===== config.mk =====
export PLATFORM = sky130hd
export DESIGN_NAME = uart_tx_fifo
export DESIGN_NICKNAME = d
export VERILOG_FILES = /design/src/rtl/uart_pkg.sv /design/src/rtl/sync_fifo.sv /design/src/rtl/uart_tx_fifo.sv
export SDC_FILE = /design/constraint.sdc
export NUM_CORES = 1
export LEC_CHECK = 0
export CAP_MARGIN = 20
export CORE_MARGIN = 10
export CORE_UTILIZATION = 50
export DETAILED_ROUTE_END_ITERATION = 6
export PLACE_DENSITY = 0.67
export SYNTH_ARGS = -nofsm -noshare
export SYNTH_HDL_FRONTEND = slang
export SYNTH_SLANG_ARGS = --single-unit

===== constraint.sdc =====
create_clock -name clk -period 3.2 [get_ports clk]
set_clock_uncertainty 0.15 [all_clocks]
set_input_delay 0.8 -clock clk [delete_from_list [all_inputs] [get_ports clk]]
set_output_delay 0.8 -clock clk [all_outputs]
set_load 0.005 [all_outputs]

===== src/rtl/uart_pkg.sv =====
// Shared UART definitions: transmitter state encoding and the baud divisor helper.
// Also used by the bench receiver model.
package uart_pkg;

  typedef enum logic [1:0] {
    IDLE  = 2'd0,
    START = 2'd1,
    DATA  = 2'd2,
    STOP  = 2'd3
  } tx_state_e;

  function automatic int clks_per_bit(input int freq, input int baud);
    return freq / baud;
  endfunction

endpackage


===== src/rtl/sync_fifo.sv =====
// Single-clock synchronous FIFO with a registered read port.
// rd_data is valid the cycle after an accepted rd_en.
module sync_fifo #(
  parameter int WIDTH = 8,
  parameter int DEPTH = 16
) (
  input  logic                   clk,
  input  logic                   reset,
  input  logic                   wr_en,
  input  logic [WIDTH-1:0]       wr_data,
  input  logic                   rd_en,
  output logic [WIDTH-1:0]       rd_data,
  output logic                   full,
  output logic                   empty,
  output logic [$clog2(DEPTH):0] count
);

  localparam int AW = $clog2(DEPTH);
  localparam logic [AW:0] FULL_CNT = (AW+1)'(DEPTH);

  logic [WIDTH-1:0] mem [DEPTH];

  logic [AW-1:0]    wr_ptr_q, wr_ptr_d;
  logic [AW-1:0]    rd_ptr_q, rd_ptr_d;
  logic [AW:0]      count_q, count_d;
  logic [WIDTH-1:0] rd_data_q, rd_data_d;
  logic             do_wr, do_rd;

  assign full  = (count_q == FULL_CNT);
  assign empty = (count_q == '0);
  assign do_wr = wr_en && !full;
  assign do_rd = rd_en && !empty;

  // Pointers wrap naturally because DEPTH is a power of two.
  always_comb begin
    wr_ptr_d  = wr_ptr_q;
    rd_ptr_d  = rd_ptr_q;
    rd_data_d = rd_data_q;
    count_d   = count_q;
    if (do_wr) begin
      wr_ptr_d = wr_ptr_q + AW'(1);
    end
    if (do_rd) begin
      rd_ptr_d  = rd_ptr_q + AW'(1);
      rd_data_d = mem[rd_ptr_q];
    end
    case ({do_wr, do_rd})
      2'b10:   count_d = count_q + (AW+1)'(1);
      2'b01:   count_d = count_q - (AW+1)'(1);
      default: count_d = count_q;
    endcase
  end

  always_ff @(posedge clk) begin
    if (reset) begin
      wr_ptr_q  <= '0;
      rd_ptr_q  <= '0;
      count_q   <= '0;
      rd_data_q <= '0;
    end else begin
      wr_ptr_q  <= wr_ptr_d;
      rd_ptr_q  <= rd_ptr_d;
      count_q   <= count_d;
      rd_data_q <= rd_data_d;
    end
  end

  always_ff @(posedge clk) begin
    if (do_wr) begin
      mem[wr_ptr_q] <= wr_data;
    end
  end

  assign rd_data = rd_data_q;
  assign count   = count_q;

endmodule


===== src/rtl/uart_tx_fifo.sv =====
// Buffered 8N1 UART transmitter: a byte FIFO fed over valid/ready, drained by an
// LSB-first serialiser. txd and busy are registered, one cycle behind the state.
module uart_tx_fifo
  import uart_pkg::*;
#(
  parameter int CLK_FREQ   = 100000000,
  parameter int BAUD       = 230400,
  parameter int FIFO_DEPTH = 16
) (
  input  logic                        clk,
  input  logic                        reset,
  input  logic [7:0]                  s_data,
  input  logic                        s_valid,
  output logic                        s_ready,
  output logic                        txd,
  output logic                        busy,
  output logic [$clog2(FIFO_DEPTH):0] fifo_count
);

  localparam int CLKS_PER_BIT = clks_per_bit(CLK_FREQ, BAUD);
  localparam int CNT_W = (CLKS_PER_BIT > 1) ? $clog2(CLKS_PER_BIT) : 1;
  localparam logic [CNT_W-1:0] CNT_LAST = CNT_W'(CLKS_PER_BIT - 1);

  tx_state_e        state_q, state_d;
  logic [CNT_W-1:0] cnt_q, cnt_d;
  logic [2:0]       bit_idx_q, bit_idx_d;
  logic [7:0]       shift_q, shift_d;
  logic             txd_q, txd_d;
  logic             busy_q, busy_d;

  logic                        fifo_rd_en;
  logic                        fifo_full;
  logic                        fifo_empty;
  logic [7:0]                  fifo_rd_data;
  logic [$clog2(FIFO_DEPTH):0] fifo_cnt;
  logic                        bit_done;

  sync_fifo #(
    .WIDTH (8),
    .DEPTH (FIFO_DEPTH)
  ) u_fifo (
    .clk     (clk),
    .reset   (reset),
    .wr_en   (s_valid),
    .wr_data (s_data),
    .rd_en   (fifo_rd_en),
    .rd_data (fifo_rd_data),
    .full    (fifo_full),
    .empty   (fifo_empty),
    .count   (fifo_cnt)
  );

  assign s_ready    = !fifo_full;
  assign fifo_count = fifo_cnt;
  assign bit_done   = (cnt_q == CNT_LAST);

  always_ff @(posedge clk) begin
    if (reset) begin
      state_q   <= IDLE;
      cnt_q     <= '0;
      bit_idx_q <= '0;
      shift_q   <= '0;
      txd_q     <= 1'b1;
      busy_q    <= 1'b0;
    end else begin
      state_q   <= state_d;
      cnt_q     <= cnt_d;
      bit_idx_q <= bit_idx_d;
      shift_q   <= shift_d;
      txd_q     <= txd_d;
      busy_q    <= busy_d;
    end
  end

  // The popped byte only appears on rd_data after the pop edge, so the shift
  // register is loaded while in START rather than on the pop itself.
  always_comb begin
    state_d    = state_q;
    cnt_d      = cnt_q;
    bit_idx_d  = bit_idx_q;
    shift_d    = shift_q;
    fifo_rd_en = 1'b0;
    case (state_q)
      IDLE: begin
        cnt_d     = '0;
        bit_idx_d = '0;
        if (!fifo_empty) begin
          fifo_rd_en = 1'b1;
          state_d    = START;
        end
      end
      START: begin
        shift_d = fifo_rd_data;
        if (bit_done) begin
          cnt_d     = '0;
          bit_idx_d = '0;
          state_d   = DATA;
        end else begin
          cnt_d = cnt_q + CNT_W'(1);
        end
      end
      DATA: begin
        if (bit_done) begin
          cnt_d   = '0;
          shift_d = {1'b0, shift_q[7:1]};
          if (bit_idx_q == 3'd7) begin
            state_d = STOP;
          end else begin
            bit_idx_d = bit_idx_q + 3'd1;
          end
        end else begin
          cnt_d = cnt_q + CNT_W'(1);
        end
      end
      STOP: begin
        if (bit_done) begin
          cnt_d   = '0;
          state_d = IDLE;
        end else begin
          cnt_d = cnt_q + CNT_W'(1);
        end
      end
      default: begin
        state_d   = IDLE;
        cnt_d     = '0;
        bit_idx_d = '0;
      end
    endcase
  end

  always_comb begin
    txd_d  = 1'b1;
    busy_d = (state_q != IDLE) || (fifo_cnt != '0);
    case (state_q)
      START:   txd_d = 1'b0;
      DATA:    txd_d = shift_q[0];
      default: txd_d = 1'b1;
    endcase
  end

  assign txd  = txd_q;
  assign busy = busy_q;

endmodule


==> metrics.md <==
| Metric | Value |
|---|---|
| Hold Vio Cnt, Final | `0` |
| Fin area | `8170 um2` |
| Hold WS | `approximately 0.33 ns` |
| Peak VDD IR | `0.000764 V` |
| Post-layout util | `approximately three fifths` |
| Startpoint Class | `flip-flop` |
| Row count | `43` |
| R2r setup slk | `0.31 ns` |
| Crit path to | `u_fifo.count[4]` |
| Cts repair resizes | `0` |
| Arr. time, crit path | `around 3 ns` |
| Synthesized area | `between 7000 and 8000 um2` |
| Cell leakage power | `2.68 nW` |
| Tmin final | `2.89 ns` |
| ANT cells | `0` |
| GPL Wtd Cong | `0.798` |
| Die height | `139 um` |
| Core Region | `13900 um2` |
| Area grow syn2layout | `14.8%` |
| GR Layer Usage met1 | `18.8%` |
| First-pass GRT wire length | `22000 um` |
| WP buf/inv | `2` |
| CP max stage delay | `0.43 ns` |
| Fmax | `347 MHz` |
| Slowest CP cell | `a21boi_1` |
| Worst-path clk slew | `0.06 ns` |
| Worst Setup SP | `state_q[0]` |
| Crit path max fanout | `4` |
| TritonCTS Sinks | `173` |
| Worst slew pin tran | `0.673 ns` |
| Critical Path RT | `3.36 ns` |
| Unique cell type count in the Yosys netlist | `48` |
| WP depth | `10` |
| Max Cap Viol | `0` |
| GRT Util Overall | `14.5%` |
| Post-DR vias/cell | `approximately 5.7` |
| R2R depth | `10` |
| Post-Synthesis Cells | `488` |
| Crit Path Category | `flip-flop to flip-flop` |
| DIE AREA | `between 15000 and 20000 um2` |
| RSZ-0062 raised after global routing | `false` |
| # DRC | `0` |
| WL/cell | `19.4 um` |
| R2r startpoint | `state_q[0]` |
| RR Endpoint | `u_fifo.count[4]` |
| Initial Utilization | `roughly half` |
| Slew Viols, Final | `0` |
| GR Util met2 | `about a quarter` |
| Vias in the first global route | `4083` |
| DP Area | `7620 um2` |
| Asr flop ratio synth | `0%` |
| Routed Antenna Nets | `0` |
| Tcrit/Tclk final | `90.2%` |
| Via count | `4077` |
| 1st-iter DRT viols | `between 300 and 400` |
| Synthesized Nets | `517` |
| Status | `completed` |
| Synthesized area per cell | `14.6 um2` |
| Number of CTS-inserted buffers | `17` |
| Hold Buf Count CTS | `0` |
| CTS tree | `built` |
| Nets | `roughly 560` |
| Met3 capacity usage during global routing | `3.64%` |
| Initial antenna violation count | `0` |
| Port Buf Inserts | `18` |
| Worst slew margin | `around 55%` |
| Die X | `139 um` |
| Power density over the cells | `approximately 750 nW/um2` |
| Final setup vio count | `0` |
| Overflow left after global routing | `0` |
| TritonRoute pass-1 iters | `4` |
| Share of layout cells above drive strength 1 | `14.5%` |
| Worst Hold Class | `flip-flop to flip-flop` |
| Grt peak-use layer | `met2` |
| Post-synthesis sequential area ratio | `66.7%` |
| Number of synthesized register bits | `approximately 170` |
| Prevailing post-synth register cell | `edfxtp_1` |
| Max clock buf depth | `2` |
| # IOs | `19` |
| Final HPWL DP | `around 9000 um` |
| Root Buffer | `clkbuf_16` |
| Number of synthesized flops with an enable pin | `~130` |
| Cell mode on critical path | `ha_1` |
| CP endpoint kind | `flip-flop` |
| YS warnings | `0` |
| Clk_lat worst skew | `0.42 ns` |
| Routed wire length | `13900 um` |
| CTS H-tree lvls | `4` |
| Post-CTS setup buffers | `0` |
| Pin count of the biggest net entering global routing | `34` |
| Delay-heaviest family, CP | `compound AO/OA/AOI/OAI gates` |
| Cells along the critical path | `inv_1 -> ha_1 -> a21boi_1 -> ha_1 -> xor2_1 -> ha_1 -> buf_4 -> a31oi_1 -> o32ai_1 -> mux2_2` |
==> power breakdown <==
part | total (mW) | switching, mW | internal [mW] | leakage (nW)
combinational | 1.44 | 0.788 | 0.654 | 0.892
sequential | 2.76 | 0.151 | 2.61 | 1.52
clock | 1.91 | 0.840 | 1.07 | 0.260
total | 6.11 | 1.78 | 4.33 | 2.68
==> placed cells by master (no fill, tap or decap), drive strengths merged, types with 9 or more instances in the layout <==
| master | instances |
|---|---|
| a211oi | 17 |
| a31oi | 10 |
| buf | 26 |
| clkbuf | 19 |
| clkdlybuf4s50 | 18 |
| dfxtp | 45 |
| edfxtp | 128 |
| ha | 18 |
| inv | 16 |
| mux2i | 43 |
| mux4 | 16 |
| nand2 | 18 |
| nor2 | 41 |
| o21ai | 16 |
| o22ai | 16 |
| xor2 | 9 |
==> registers in the layout, indices dropped and copies added, names as in the netlist <==
signal,cells
bit_idx_q,3
busy,1
cnt_q,9
shift_q,8
state_q,2
txd,1
u_fifo.count,5
u_fifo.mem,128
u_fifo.rd_data,8
u_fifo.rd_ptr_q,4
u_fifo.wr_ptr_q,4
==> worst min-delay path by stage <==
stage | startpoint | end | depth (start not counted) | slack, ns
global placement | bit_idx_q[0] | bit_idx_q[0] | 1 | 0.31
detailed placement | cnt_q[0] | cnt_q[0] | 1 | 0.32
global route | bit_idx_q[0] | bit_idx_q[0] | 1 | 0.35
finish | bit_idx_q[0] | bit_idx_q[0] | 1 | 0.33
floorplan | bit_idx_q[0] | bit_idx_q[0] | 1 | 0.29
CTS | cnt_q[0] | cnt_q[0] | 1 | 0.33
==> logic make-up (layout without fill, tap and decap cells) <==
group | Yosys count | count (layout) | synth area share, %
adder cells (fa/ha/maj) | 18 | 18 | 3.17
AO/OA/AOI/OAI | 85 | 85 | 7.91
multiplexers | 60 | 60 | 11.3
AND/OR/NAND/NOR | 100 | 100 | 7.00
XOR/XNOR | 15 | 15 | 1.85
flip-flops | 173 | 173 | 66.7
buffers and inverters | 37 | 87 | 2.13
==> cells in the mapped netlist (2+ instances only) <==
cell,n,share of area (%)
edfxtp_1,128,54
dfxtp_1,45,13
mux2i_1,43,6.0
nor2_1,41,2.2
ha_1,18,3.2
nand2_1,18,0.95
a211oi_1,17,1.8
mux4_2,16,5.1
o22ai_1,16,1.4
o21ai_0,15,1.1
inv_1,12,0.63
a31oi_1,10,0.88
buf_2,10,0.70
clkbuf_1,10,0.53
xor2_1,9,1.1
a21oi_1,8,0.56
nor3_1,6,0.42
xnor2_1,6,0.74
buf_1,5,0.26
nor2b_1,5,0.44
or3_1,5,0.44
nand3_1,4,0.28
and3_1,3,0.26
nand2b_1,3,0.26
nand3b_1,3,0.32
o211ai_1,3,0.32
a21boi_1,2,0.21
and4_1,2,0.25
nand4_1,2,0.18
o21a_1,2,0.21
o32ai_1,2,0.25
or3b_2,2,0.25
or4_1,2,0.21
==> cell type report <==
type / count / area [um2]
fill: 1077 / 5770
inverter: 12 / 45.0
multi-input combinational: 278 / 2220
clock buffer: 19 / 433
clock inverter: 12 / 113
tap: 180 / 225
sequential: 173 / 4750
timing repair buffer: 44 / 388
==> worst reg2reg max path, stage by stage (launching register included) <==
cell      delay, ns
dfxtp_1        0.35
inv_1          0.12
ha_1           0.22
a21boi_1       0.43
ha_1           0.30
xor2_1         0.17
ha_1           0.20
buf_4          0.12
a31oi_1        0.08
o32ai_1        0.27
mux2_2         0.36
==> through the flow <==
step / setup TNS (ns) / total power [mW] / setup slack (ns) / cells
finish: 0 / 6.11 / 0.314 / 718
global route: 0 / 6.43 / 0.0736 / 718
CTS: 0 / 6.16 / 0.321 / 718
detailed placement: -0.0760 / 4.25 / -0.0760 / 687
global placement: -0.00198 / 4.19 / -0.00198 / 687
floorplan: 0 / 3.79 / 0.122 / 488
==> per-layer routing <==
layer,routed length [um],vias up
met4,146,0
met2,6880,74
met3,564,12
li1,-,1951
met1,6360,2040
met5,0,-
Power figures use the tool's default switching activity.
